## config.mk

```make
export PLATFORM = sky130hd
export DESIGN_NAME = key_schedule
export DESIGN_NICKNAME = d
export VERILOG_FILES = /design/src/rtl/des_pkg.sv /design/src/rtl/key_schedule_pc2.sv /design/src/rtl/key_schedule.sv
export SDC_FILE = /design/constraint.sdc
export NUM_CORES = 1
export LEC_CHECK = 0
export ABC_AREA = 0
export CORE_MARGIN = 10
export CORE_UTILIZATION = 46
export CTS_CLUSTER_DIAMETER = 200
export DETAILED_ROUTE_END_ITERATION = 8
export PLACE_DENSITY = 0.74
export SLEW_MARGIN = 10
export SYNTH_ARGS = -nofsm -noshare
export SYNTH_HDL_FRONTEND = slang
export SYNTH_HIERARCHICAL = 1
export SYNTH_SLANG_ARGS = --single-unit
```

## constraint.sdc

```tcl
create_clock -name clk -period 2.3 [get_ports clk]
set_input_delay 0.575 -clock clk [delete_from_list [all_inputs] [get_ports clk]]
set_output_delay 0.575 -clock clk [all_outputs]
set_load 0.03 [all_outputs]
```

## src/rtl/des_pkg.sv

```systemverilog
// rtl/des_pkg.sv - shared DES key-schedule constants, state encoding and rotate helpers
package des_pkg;

    typedef logic [28:1] half_t;

    typedef enum logic {
        IDLE,
        RUN
    } state_t;

    // Rotation amount for rounds 1..16, stored at index round-1
    localparam logic [1:0] SHIFT [16] = '{
        2'd1, 2'd1, 2'd2, 2'd2, 2'd2, 2'd2, 2'd2, 2'd2,
        2'd1, 2'd2, 2'd2, 2'd2, 2'd2, 2'd2, 2'd2, 2'd1
    };

    // Source bit in CD[1..56] for subkey bits 1..48, stored at index j-1
    localparam logic [5:0] PC2_IDX [48] = '{
        6'd14, 6'd17, 6'd11, 6'd24, 6'd1,  6'd5,  6'd3,  6'd28,
        6'd15, 6'd6,  6'd21, 6'd10, 6'd23, 6'd19, 6'd12, 6'd4,
        6'd26, 6'd8,  6'd16, 6'd7,  6'd27, 6'd20, 6'd13, 6'd2,
        6'd41, 6'd52, 6'd31, 6'd37, 6'd47, 6'd55, 6'd30, 6'd40,
        6'd51, 6'd45, 6'd33, 6'd48, 6'd44, 6'd49, 6'd39, 6'd56,
        6'd34, 6'd53, 6'd46, 6'd42, 6'd50, 6'd36, 6'd29, 6'd32
    };

    // Left rotation in DES numbering moves bit i+1 into bit i
    function automatic half_t rotl(input half_t x, input logic [1:0] n);
        return (n == 2'd2) ? {x[2:1], x[28:3]} : {x[1], x[28:2]};
    endfunction

    function automatic half_t rotr(input half_t x, input logic [1:0] n);
        return (n == 2'd2) ? {x[26:1], x[28:27]} : {x[27:1], x[28]};
    endfunction

endpackage

```

## src/rtl/key_schedule_pc2.sv

```systemverilog
// rtl/key_schedule_pc2.sv - PC-2 selection of 48 subkey bits from the 56-bit C/D pair
module pc2
    import des_pkg::*;
(
    input  logic [28:1] c,
    input  logic [28:1] d,
    output logic [48:1] k
);

    logic [56:1] cd;

    assign cd = {d, c};

    for (genvar j = 1; j <= 48; j++) begin : g_sel
        assign k[j] = cd[PC2_IDX[j-1]];
    end

endmodule

```

## src/rtl/key_schedule.sv

```systemverilog
// rtl/key_schedule.sv - serial DES round-subkey generator, encrypt or decrypt order
module key_schedule
    import des_pkg::*;
(
    input  logic        clk,
    input  logic        rst,
    input  logic        start,
    input  logic        decrypt,
    input  logic [28:0] cbits,
    input  logic [28:0] dbits,
    output logic        busy,
    output logic [48:0] subkey,
    output logic        subkey_valid,
    input  logic        subkey_ready,
    output logic [3:0]  round,
    output logic        done
);

    state_t      state, state_next;
    half_t       c_reg, d_reg, c_next, d_next;
    logic [3:0]  count, count_next;
    logic        mode, mode_next;
    logic        done_next;
    logic [48:1] key;
    logic        unused_bits;

    assign unused_bits = ^{cbits[0], dbits[0]};

    always_comb begin
        state_next = state;
        c_next     = c_reg;
        d_next     = d_reg;
        count_next = count;
        mode_next  = mode;
        done_next  = 1'b0;
        case (state)
            IDLE: begin
                if (start) begin
                    state_next = RUN;
                    count_next = 4'd0;
                    mode_next  = decrypt;
                    // C0/D0 already equal C16/D16, so decrypt starts unrotated
                    if (decrypt) begin
                        c_next = cbits[28:1];
                        d_next = dbits[28:1];
                    end else begin
                        c_next = rotl(cbits[28:1], SHIFT[0]);
                        d_next = rotl(dbits[28:1], SHIFT[0]);
                    end
                end
            end
            RUN: begin
                if (subkey_ready) begin
                    count_next = count + 4'd1;
                    if (mode) begin
                        c_next = rotr(c_reg, SHIFT[4'd15 - count]);
                        d_next = rotr(d_reg, SHIFT[4'd15 - count]);
                    end else begin
                        c_next = rotl(c_reg, SHIFT[count + 4'd1]);
                        d_next = rotl(d_reg, SHIFT[count + 4'd1]);
                    end
                    if (count == 4'd15) begin
                        state_next = IDLE;
                        done_next  = 1'b1;
                    end
                end
            end
            default: state_next = IDLE;
        endcase
    end

    always_ff @(posedge clk) begin
        if (rst) begin
            state <= IDLE;
            c_reg <= '0;
            d_reg <= '0;
            count <= 4'd0;
            mode  <= 1'b0;
            done  <= 1'b0;
        end else begin
            state <= state_next;
            c_reg <= c_next;
            d_reg <= d_next;
            count <= count_next;
            mode  <= mode_next;
            done  <= done_next;
        end
    end

    pc2 u_pc2 (
        .c (c_reg),
        .d (d_reg),
        .k (key)
    );

    assign busy         = (state == RUN);
    assign subkey_valid = (state == RUN);
    assign subkey       = {key, 1'b0};
    assign round        = mode ? (4'd15 - count) : count;

endmodule

```

==> reports/qor.yml <==
outcome:
  outcome: "finished, violations left"
  violations: "negative setup slack"
critical_path:
  r2r-start: "count[0]"
  cp-end-kind: "register"
  critPathLaunchType: "register"
  crit_chain: "inv_2 -> ha_1 -> or2_4 -> a32oi_4 -> buf_12 -> clkbuf_16 -> mux2_2 -> a221oi_1 -> o22ai_1"
  critPathLaunch: "count[0]"
  crit_family: "compound AO/OA/AOI/OAI gates"
  critPathBufInv: 3
  path_class: "reg -> reg"
  critical_path.max_stage_delay_ps: 380
  cp_data_arrival_time_ps: 2550
  path_max_fanout: 7
  critPathSlowestCell: "dfxtp_4"
  cp.required_ps: 2500
floorplan:
  ioPinCount: 119
  num_rows: 44
  die-height_microns: 141
  core_sq_um: 14500
  die_w_microns: 141
  start_util: 0.466
  dieArea_sq_um: 19900
sta:
  finalCritPeriodShare: 1.02
  worst_pin_slew_ps: 853
  setup_tns_ps: -155
  finalSetupViolCount: 11
  max_clock_freq_ghz: 0.426
  hold_ws_ps: 618
  layout_setup_ws_ps: -45.2
  final.min_clock_period_ps: 2350
  finClkSkew_ps: 7.94
  slew_headroom: 0.431
  final_hold_viol_count: 0
  rsz0062_at_grt: "true"
  slew_violations: 0
yosys:
  ys_types: 45
  synth_warnings: 6
  synthCells: 823
  syn-num-nets: 892
  syn-mean-instance-area_sq_um: 8.20
  netlist_area_sq_um: 6750
  async_reset_ff_frac: 0
  yosysSeqAreaShare: 0.187
  synth_ff_type: "dfxtp_1"
  ys_seq_elements: 63
  synth_enable_flop_cells: 0
routing:
  firstDrtPassIters: 5
  drc: 0
  ant_nets: 0
  dr.first_iter.drc_count: 809
  routedWlPerCell_microns: 21.6
  drt_wl_total_microns: 23000
  via_per_inst: 6.89
  vias: 7319
final_layout:
  n_antenna_cell: 0
  syn_to_final_growth_pct: 29.6
  nets: 943
  nFillCells: 1232
  postLayoutCoreUtil: 0.604
  multiInputGateArea_sq_um: 4850
  seqCellArea_sq_um: 1270
  drive_above_1_share: 0.259
  final_cells: 1063
power:
  p_leak_nw: 3.07
  ir_worst_vdd_uv: 397
  finalPower_mw: 5.13
  powerDensity_nw_per_um2: 586
flow_run:
  max_cap_violations: 0
hold_path:
  hp-class: "reg -> reg"
  min_from: "count[0]"
global_routing:
  grt_pass1_wl_microns: 35900
  grt_use_total: 0.212
  antenna_found_initial: 0
  grt_max_degree: 59
  grt-ovfl-total: 0
  grt_pass1_vias: 7015
place:
  dp_cells: 1036
  gp_congestion: 0.860
  dp.final_hpwl_microns: 14800
  io_buffers: 115
cts:
  clk-insertion-delay-late_ps: 330
  holdBufCountCts: 0
  ctsRootBufferMaster: "clkbuf_16"
  cts.sink_count: 63
  tritoncts: "built"
  cts-htree-levels: 3
  cts_buffers: 9
  clock_path_buffers: 2
  clk_pin_slew_ps: 60
[placed cells by master, fill, tap and decap left out, types with 11 or more instances in the layout]
cell,n
a211o_1,38
a221oi_2,36
mux2_2,41
inv_1,26
a221oi_1,19
a32oi_1,37
clkdlybuf4s50_1,109
o21ai_0,57
or2_2,17
buf_4,54
mux2i_1,24
nor2b_1,37
o221ai_1,37
clkbuf_16,11
nor2_1,48
mux2_4,12
a211oi_1,39
dfxtp_1,59
a311oi_1,34
buf_12,19
o22ai_1,37
or4_1,18
[synth_stat cells (13+ instances only)]
cell type | n | area [sq um]
a211o_1 | 38 | 333
a211oi_1 | 39 | 293
a221oi_1 | 41 | 359
a221oi_2 | 15 | 225
a311oi_1 | 37 | 324
a32oi_1 | 37 | 324
buf_2 | 13 | 65.1
buf_4 | 52 | 390
clkbuf_1 | 67 | 251
dfxtp_1 | 63 | 1260
inv_1 | 30 | 113
mux2_2 | 53 | 597
mux2i_1 | 25 | 250
nor2_1 | 48 | 180
nor2b_1 | 37 | 231
o21ai_0 | 57 | 285
o221ai_1 | 38 | 333
o22ai_1 | 38 | 238
or2_2 | 18 | 113
or4_1 | 18 | 135
[per-stage QoR]
step                      worst slack (ps)  area (sq um)
after floorplan                      -1.10          6760
after global placement                -229          8040
after detailed placement              -235          8040
after CTS                             1.54          8530
after global routing                 -91.3          8750
final                                -45.2          8750
[power by group]
group	total, mW	switching (mW)	internal (mW)
Clock	1.45	0.527	0.925
Sequential	1.58	0.315	1.26
Combinational	2.10	1.13	0.964
Total	5.13	1.97	3.15
[kinds of logic after synthesis]
logic type,share of synthesized area
buffers and inverters,0.139
multiplexers,0.125
XOR/XNOR,0.00649
flip-flops,0.187
adder cells (fa/ha/maj),0.0111
AND/OR/NAND/NOR,0.114
AO/OA/AOI/OAI,0.417
other,0.000556
[path summary, 6_finish.rpt]
check                  end  slack, ps  cells past startpoint
setup / recovery  c_reg[7]        -50                      9
hold reg to reg   count[0]        620                      2
hold / removal    count[0]        620                      2
setup reg to reg  c_reg[7]        -50                      9
[per-layer routing]
layer / vias up / routed length [microns] / global-route usage
li1: 3380 / - / -
met1: 3558 / 9280 / 0.255
met2: 344 / 11400 / 0.368
met3: 37 / 1950 / 0.0396
met4: 0 / 340 / 0.0658
met5: - / 0 / 0
[tightest hold or removal path, stage by stage, from the launching register on]
cell,delay [ps]
dfxtp_4,380
buf_4,140
a211oi_1,60
[area by class of cell]
| type | instances | area share |
|---|---|---|
| timing repair buffer | 188 | 0.225 |
| clock buffer | 13 | 0.0309 |
| clock inverter | 3 | 0.00458 |
| sequential | 63 | 0.145 |
| multi-input combinational | 581 | 0.555 |
| tap | 184 | 0.0263 |
| inverter | 31 | 0.0133 |
[timing repair]
item                                    in CTS  in global routing
resized for setup                           24                 32
pin swaps                                    3                 21
buffers inserted                             2                  7
endpoints found under the setup margin      41                 47
cloned                                       1                  2
Power figures use the tool's default switching activity.
